File: src/rtl/pmcd_pkg.sv
// Shared types and helpers for the pmcd_ce_gen clock-enable divider.
// The optional deferred-load build is selected with PMCD_DEFER_LOAD_EN.
package pmcd_pkg;

    typedef enum logic [1:0] {
        ST_RESET,
        ST_WAIT_REL,
        ST_RUN
    } pmcd_state_e;

    localparam int PMCD_NUM_DIV = 4;
    localparam int PMCD_CNT_W   = 8;

    // Length of the high phase of DIVO: odd divisors get the extra cycle.
    function automatic logic [31:0] ceil_half(input logic [31:0] d);
        return (d >> 1) + {31'b0, d[0]};
    endfunction

endpackage

File: src/rtl/pmcd_div_chan.sv
// One divided channel: shadow divisor, modulo-d counter and CE/DIVO decode.
// Used by pmcd_ce_gen in both the immediate and PMCD_DEFER_LOAD_EN builds.
module pmcd_div_chan
    import pmcd_pkg::*;
#(
    parameter int CNT_W = PMCD_CNT_W
) (
    input  logic             i_clk,
    input  logic             i_rst,
    input  logic             i_run,
    input  logic             i_load,
    input  logic [CNT_W-1:0] i_div,
    output logic             o_ce,
    output logic             o_divo,
    output logic             o_en,
    output logic             o_at_zero,
    output logic             o_at_last
);

    logic [CNT_W-1:0] r_div;
    logic [CNT_W-1:0] r_cnt;
    logic [CNT_W-1:0] w_last_val;
    logic [31:0]      w_half;

    assign o_en       = (r_div != '0);
    assign w_last_val = r_div - CNT_W'(1);
    assign o_at_zero  = (r_cnt == '0);
    assign o_at_last  = o_en && (r_cnt == w_last_val);
    assign w_half     = ceil_half(32'(r_div));

    assign o_ce   = i_run && o_en && o_at_zero;
    assign o_divo = i_run && o_en && (32'(r_cnt) < w_half);

    // Wrap is an explicit compare against d-1 so d = 2^CNT_W-1 is exact.
    always_ff @(posedge i_clk) begin
        if (i_rst) begin
            r_div <= i_div;
            r_cnt <= '0;
        end else if (i_load) begin
            r_div <= i_div;
            r_cnt <= '0;
        end else if (i_run) begin
            r_cnt <= (o_at_last || !o_en) ? '0 : r_cnt + CNT_W'(1);
        end
    end

endmodule

File: src/rtl/pmcd_ce_gen.sv
// Phase-matched multi-channel clock-enable generator with REL gating and re-phase on LOAD.
// Define PMCD_DEFER_LOAD_EN to hold LOAD until the common period boundary.
module pmcd_ce_gen
    import pmcd_pkg::*;
#(
    parameter int NUM_DIV = PMCD_NUM_DIV,
    parameter int CNT_W   = PMCD_CNT_W,
    parameter int EN_REL  = 0
) (
    input  logic                     CLK,
    input  logic                     RST,
    input  logic                     REL,
    input  logic                     LOAD,
    input  logic [NUM_DIV*CNT_W-1:0] DIV_VEC,
    output logic [NUM_DIV-1:0]       CE,
    output logic [NUM_DIV-1:0]       DIVO,
    output logic                     ALIGN,
    output logic                     RUNNING,
    output logic                     LOAD_DONE
);

    pmcd_state_e r_state;
    pmcd_state_e w_state_nxt;

    logic [NUM_DIV-1:0]       w_en;
    logic [NUM_DIV-1:0]       w_at_zero;
    logic [NUM_DIV-1:0]       w_at_last;
    logic [NUM_DIV*CNT_W-1:0] w_load_vec;
    logic                     w_run;
    logic                     w_run_load;
    logic                     w_chan_load;
    logic                     r_load_done;

    assign w_run = (r_state == ST_RUN);

    always_ff @(posedge CLK) begin
        if (RST) r_state <= ST_RESET;
        else     r_state <= w_state_nxt;
    end

    always_comb begin
        w_state_nxt = r_state;
        case (r_state)
            ST_RESET:    w_state_nxt = (EN_REL != 0) ? ST_WAIT_REL : ST_RUN;
            ST_WAIT_REL: if (REL) w_state_nxt = ST_RUN;
            ST_RUN:      w_state_nxt = ST_RUN;
            default:     w_state_nxt = ST_RESET;
        endcase
    end

`ifdef PMCD_DEFER_LOAD_EN
    logic                     r_pend;
    logic [NUM_DIV*CNT_W-1:0] r_pend_vec;
    logic                     w_boundary;

    // A LOAD landing on the boundary edge itself is applied at once with its own value.
    assign w_boundary = &(w_at_last | ~w_en);
    assign w_run_load = w_run && (LOAD || r_pend) && w_boundary;
    assign w_load_vec = LOAD ? DIV_VEC : r_pend_vec;

    always_ff @(posedge CLK) begin
        if (RST) begin
            r_pend     <= 1'b0;
            r_pend_vec <= '0;
        end else if (w_run) begin
            if (LOAD) r_pend_vec <= DIV_VEC;
            r_pend <= (LOAD || r_pend) && !w_boundary;
        end
    end
`else
    logic w_unused;

    assign w_run_load = w_run && LOAD;
    assign w_load_vec = DIV_VEC;
    assign w_unused   = ^w_at_last;
`endif

    // LOAD is a single-cycle strobe; outside RUN it only refreshes the shadow divisors.
    assign w_chan_load = w_run ? w_run_load : LOAD;

    for (genvar g = 0; g < NUM_DIV; g++) begin : g_chan
        pmcd_div_chan #(.CNT_W(CNT_W)) u_chan (
            .i_clk    (CLK),
            .i_rst    (RST),
            .i_run    (w_run),
            .i_load   (w_chan_load),
            .i_div    (w_load_vec[g*CNT_W +: CNT_W]),
            .o_ce     (CE[g]),
            .o_divo   (DIVO[g]),
            .o_en     (w_en[g]),
            .o_at_zero(w_at_zero[g]),
            .o_at_last(w_at_last[g])
        );
    end

    always_ff @(posedge CLK) begin
        if (RST) r_load_done <= 1'b0;
        else     r_load_done <= w_run_load;
    end

    assign ALIGN     = w_run && (|w_en) && (&(w_at_zero | ~w_en));
    assign RUNNING   = w_run;
    assign LOAD_DONE = r_load_done;

endmodule

File: config.mk
export PLATFORM = sky130hd
export DESIGN_NAME = pmcd_ce_gen
export DESIGN_NICKNAME = d
export VERILOG_FILES = /design/src/rtl/pmcd_pkg.sv /design/src/rtl/pmcd_div_chan.sv /design/src/rtl/pmcd_ce_gen.sv
export SDC_FILE = /design/constraint.sdc
export NUM_CORES = 1
export LEC_CHECK = 0
export CAP_MARGIN = 30
export CORE_AREA = 3 3 106 108
export DETAILED_ROUTE_END_ITERATION = 7
export DIE_AREA = 0 0 109 111
export HOLD_SLACK_MARGIN = 0.1
export PLACE_DENSITY = 0.77
export SYNTH_ARGS = -nofsm -noshare
export SYNTH_HDL_FRONTEND = slang
export SYNTH_SLANG_ARGS = --single-unit
File: constraint.sdc
create_clock -name CLK -period 8 [get_ports CLK]
set_clock_uncertainty 0.1 [all_clocks]
set_input_delay 2 -clock CLK [delete_from_list [all_inputs] [get_ports CLK]]
set_output_delay 2 -clock CLK [all_outputs]
set_load 0.01 [all_outputs]
-- Word-level counts from Yosys, hierarchy flattened
Cells that the tools add are included.
- register bits: 67
- input port bits: 36
- output and inout port bits: 11
- logic and storage cells: 91
- add/subtract/negate cells: 12
- magnitude comparators: 4
- equal/unequal tests: 7
- multiplexer cells: 15
- bitwise gates (word level): 2
- reduce and logical (&&, ||, !) cells: 41
- operators with widths (cell ; count):
    $lt 8x32->1 ; 4
    $mux 8 ; 12
    $add 7x1->8 ; 4
    $add 8x1->8 const B ; 4
    $eq 8x8->1 ; 4
    $logic_not 8->1 ; 4
    $reduce_bool 8->1 ; 4
    $sub 8x1->8 const B ; 4
    $logic_and 1x1->1 ; 19
    $logic_not 1->1 ; 4
    $logic_or 1x1->1 ; 4
    $not 4->4 ; 1
    $or 4x4->4 ; 1
    $pmux 2 s2 ; 1
    $reduce_and 4->1 ; 1
    $reduce_or 2->1 ; 2
    $reduce_or 4->1 ; 1
    $eq 2x1->1 const B ; 1
    $eq 2x2->1 const B ; 1
    $logic_not 2->1 ; 1
    $mux 2 ; 1
    $ne 2x2->1 const B ; 1
    $reduce_bool 2->1 ; 1
    $mux 1 ; 1

-- Longest topological paths before layout
- word-level depth: 5
- mapped depth: 10
- mapped depth without buffers: 9

-- Modules after synthesis
A second synthesis with hierarchy kept.
- cells, all modules: 538
- area, all modules: 5177.5 um2
- modules (own cells, without submodules) (module ; times used ; cells an instance ; area each (um2) ; sequential area each (um2)):
    pmcd_div_chan (g_chan[0].u_chan ...) ; 3 ; 133 ; 1278.7 ; 400.4
    pmcd_div_chan (g_chan[1].u_chan) ; 1 ; 126 ; 1246.2 ; 400.4
    pmcd_ce_gen ; 1 ; 13 ; 95.1 ; 40.0

-- Worst setup path before layout
OpenSTA, ideal clock, no wires.
- path type: register to output
- from: register g_chan[3].u_chan.r_div[0]
- to: output port ALIGN
- arrival: 2.354 ns
- data required time: 5.900 ns
- setup slack: 3.546 ns
- stages on the path, launching flop included: 9
- buffers on the path: 0
- cell sequence: edfxtp_1 > inv_1 > ha_1 > nor3b_2 > nand2_1 > or3_1 > nand2_1 > nand3_1 > a2111oi_0
- cells in the longest elaborated chain, start to end: 5
- elaborated cells on any way between the ends: 7
- classes of those cells: bitwise (2); reduce/logical (5)
- RTL lines (what ; RTL line ; text):
    from (decl) ; pmcd_div_chan.sv:20 ; logic [CNT_W-1:0] r_div;
    from (signal assigned) ; pmcd_div_chan.sv:37 ; r_div <= i_div;
    from (signal assigned) ; pmcd_div_chan.sv:40 ; r_div <= i_div;
    $reduce_bool 8->1 (*) ; pmcd_div_chan.sv:25 ; assign o_en = (r_div != '0);
    $not 4->4 ; pmcd_ce_gen.sv:101 ; assign ALIGN = w_run && (|w_en) && (&(w_at_zero | ~w_en));
    $or 4x4->4 ; pmcd_ce_gen.sv:101 ;
    $reduce_and 4->1 ; pmcd_ce_gen.sv:101 ;
    $logic_and 1x1->1 (*) ; pmcd_ce_gen.sv:101 ;
    to (decl) ; pmcd_ce_gen.sv:17 ; output logic ALIGN,
Every way passes the cells marked *; elsewhere a longest branch is shown, timed or not.

-- Final worst setup path
Ends and elaborated chain as after synthesis.

==> impl_metrics.tcl <==
set metrics [dict create \
    status "finished, final reports clean" \
    chipWidth_microns 109 \
    setup_tns_ns 0 \
    power_frac_clock_pct 30.5 \
    rows 37 \
    r2r-end "g_chan[2].u_chan.r_cnt[3]$_SDFFE_PP0P_" \
    cp-start-kind "register" \
    die_h_microns 111 \
    synth_cells 571 \
    initial_core_util_pct 50.10 \
    post_cts_resized 0 \
    path_cells "inv_1 > ha_1 > nor3b_2 > nand2_1 > or3_1 > nand2_1 > nand3_1 > a2111oi_0 > clkdlybuf4s50_1" \
    ys_types 71 \
    relSlewSlack_pct 49.28 \
    grt_use_met1_pct 24.11 \
    async_reset_ff_share_pct 0 \
    total_power_w 0.0008235 \
    min-delay-start "g_chan[3].u_chan.r_cnt[1]$_SDFFE_PP0P_" \
    peakVddDrop_mv 0.07047 \
    grt_start_max_net_pins 60 \
    synth_edf_count 32 \
    hold_viol 0 \
    grt_use_met3_pct 3.145 \
    crit_family "simple AND/OR/NAND/NOR gates" \
    routabilityCongestion 0.8452 \
    required_ns 5.90 \
    ioPinCount 47 \
    worstHoldEndpoint "g_chan[3].u_chan.r_cnt[1]$_SDFFE_PP0P_" \
    post-place-cells 713 \
    timing.final.crit_share_pct 70.28 \
    netlist_area_sq_um 5172 \
    n_fill_cell 882 \
    setup_viol 0 \
    rsz0062_at_grt "false" \
    p_leak_nw 2.338 \
    clock_sinks 66 \
    first_global_vias 4165 \
    synth_fp_nets 655 \
    power_frac_seq_pct 49.6 \
    syn_area_per_cell_sq_um 9.059 \
    path_max_fanout 8 \
    worstSkewPairLatency_ns 0.36 \
    routed-via-count 4251 \
    critPathKind "register to primary output" \
    vias_per_cell 5.831 \
    drc 0 \
    switching_share_pct 29.92 \
    slew_violations 0 \
    multi_input_area_sq_um 3227 \
    clock_path_buffers 2 \
    yosysWarnings 0 \
    ant_nets 0 \
    core-area_sq_um 10320 \
    cp.arrival_ns 3.52 \
    seq_area_sq_um 1643 \
    fmax_mhz 177.9 \
    r2r-start "g_chan[2].u_chan.r_div[3]$_DFFE_PP_" \
    wl_per_cell_microns 15.74 \
    cts_buffers 9 \
    synth_ff_type "dfxtp_1" \
    ys_ff_latch 66 \
    cp_slowest_cell "clkdlybuf4s50_1" \
    fp.dieArea_sq_um 12100 \
    critPathBufInv 2 \
    antenna_found_initial 0 \
    cpPeakStageDelay_ns 0.65 \
    clkTransAtPathRegs_ns 0.07 \
    post_cts_buffers 0 \
    hold_path_depth 2 \
    final_common_cell "ha_1" \
    drtIter0Drc 279 \
    grt.busiest_layer "met2" \
    fin_crit_ns 5.622 \
    hpwl_mm 8.288 \
    power.density_nw_per_um2 142.3 \
    grt_first_pass_wirelength_mm 19.27 \
    nets 672 \
    cp-end-kind "primary output" \
    tightest_slew_ns 0.7563 \
    mostFrequentLayoutCells "ha_1, clkdlybuf4s50_1, xnor2_1" \
    synth.yosys.seq_area_share_pct 31.74 \
    areaGrowthSynthToFinish_pct 11.85 \
    r2r_cells 6 \
    drt_first_pass_iters 5 \
    fin_cells 729 \
    p_int_w 0.0005771 \
    gr-total-overflow 0 \
    reg2reg_slack_ns 5.16 \
    clockRootBuffer "clkbuf_8" \
    cts_tree "yes" \
    numPortBuffers 45 \
    drt_wl_total_mm 11.48 \
    cts_hold_buf 0 \
    switchingPower_w 0.0002464 \
    layout-drive-gt1-share_pct 5.565 \
    cpMostUsedCell "nand2_1" \
    hold_class "register to register" \
    cts.htree.levels 3 \
    maxCapViolCount 0 \
    grtUsageMet2_pct 33.50 \
    n_antenna_cell 0 \
    pwr-share-comb_pct 19.9 \
    grt_usage_pct 19.60 \
]
==> stage by stage <==
step	setup WS (ns)	area, sq um	util (%)	hold WS (ns)
after floorplan	3.546	5172	-	0.4141
after global placement	2.655	5622	54.45	0.4507
after detailed placement	2.642	5622	54.45	0.4800
after CTS	2.228	5786	56.04	0.4905
after global routing	2.020	5786	56.04	0.5141
final	2.378	5786	56.04	0.4841
==> how the worst max path moves through the flow <==
stage | startpoint | to | slack (ns) | cells after the start
after detailed placement | g_chan[3].u_chan.r_div[0]$_DFFE_PP_ | ALIGN | 2.64 | 9
after global placement | g_chan[1].u_chan.r_div[2]$_DFFE_PP_ | ALIGN | 2.65 | 7
after global routing | g_chan[3].u_chan.r_div[0]$_DFFE_PP_ | ALIGN | 2.02 | 9
after floorplan | g_chan[3].u_chan.r_div[0]$_DFFE_PP_ | ALIGN | 3.55 | 8
after CTS | g_chan[3].u_chan.r_div[0]$_DFFE_PP_ | ALIGN | 2.23 | 9
final | g_chan[3].u_chan.r_div[0]$_DFFE_PP_ | ALIGN | 2.38 | 9
==> cell families (layout without fill, tap and decap cells) <==
group / count (synthesis) / after routing / synth area share [%]
buffers and inverters: 71 / 93 / 5.878
adders and majority gates: 48 / 48 / 11.61
AOI/OAI and AO/OA: 110 / 110 / 16.16
and+or+nand+nor: 203 / 203 / 22.13
muxes: 4 / 4 / 0.7983
DFF: 66 / 66 / 31.74
xor gates and xnor gates: 69 / 69 / 11.68
==> Yosys cell counts (all sizes together) (4+ instances only) <==
cell type / instances / area (sq um)
o21a: 5 / 37.54
a31oi: 4 / 25.02
buf: 12 / 82.58
dfxtp: 34 / 680.7
nor3: 21 / 105.1
edfxtp: 32 / 960.9
nand3: 34 / 170.2
ha: 48 / 600.6
a21o: 20 / 150.1
nor2: 26 / 97.59
o21ai: 10 / 50.05
or3: 7 / 48.80
nand2b: 16 / 100.1
and3: 11 / 68.82
a211oi: 13 / 97.59
nor4: 5 / 37.53
a21oi: 13 / 65.06
nor2b: 4 / 25.02
clkbuf: 30 / 112.6
xor2: 34 / 297.8
a211o: 6 / 52.55
nand3b: 9 / 67.56
xnor2: 35 / 306.5
o211ai: 4 / 30.03
nand2: 33 / 123.9
nand4: 10 / 62.56
nor4b: 6 / 58.80
inv: 29 / 108.9
==> sequential cells by signal, indices dropped and copies added, names as in the netlist <==
name,cells
g_chan.u_chan.r_cnt,32
r_state,1
g_chan.u_chan.r_div,32
LOAD_DONE,1
==> routing by layer <==
layer,vias to the layer above,part of all wire (%)
met2,98,50
met3,22,4.3
li1,2103,-
met1,2028,43
met5,-,0
met4,0,2.3
==> area by class of cell <==
type | instances | area share, %
flip-flops and latches | 66 | 28.40
inverters | 29 | 1.881
repair buffers | 48 | 8.175
well taps | 136 | 2.941
multi-input cells | 434 | 55.77
clock inverters | 4 | 0.3244
clock buffers | 12 | 2.509
==> worst min-delay path, delay by kind of cell, from the launching register on <==
family / cells / cell delay [ns]
DFF: 1 / 0.38
and+or+nand+nor: 1 / 0.10
AOI/OAI and AO/OA: 1 / 0.06
==> power by group through the flow <==
stage,sequential [W],clock [W],combinational [W]
floorplan,0.000394,0,0.000133
global placement,0.000414,0,0.000154
detailed placement,0.000415,0,0.000163
CTS,0.000408,0.000258,0.000165
global route,0.000412,0.000272,0.000183
finish,0.000408,0.000251,0.000164
Note: power is estimated with default switching activity, not from simulation.
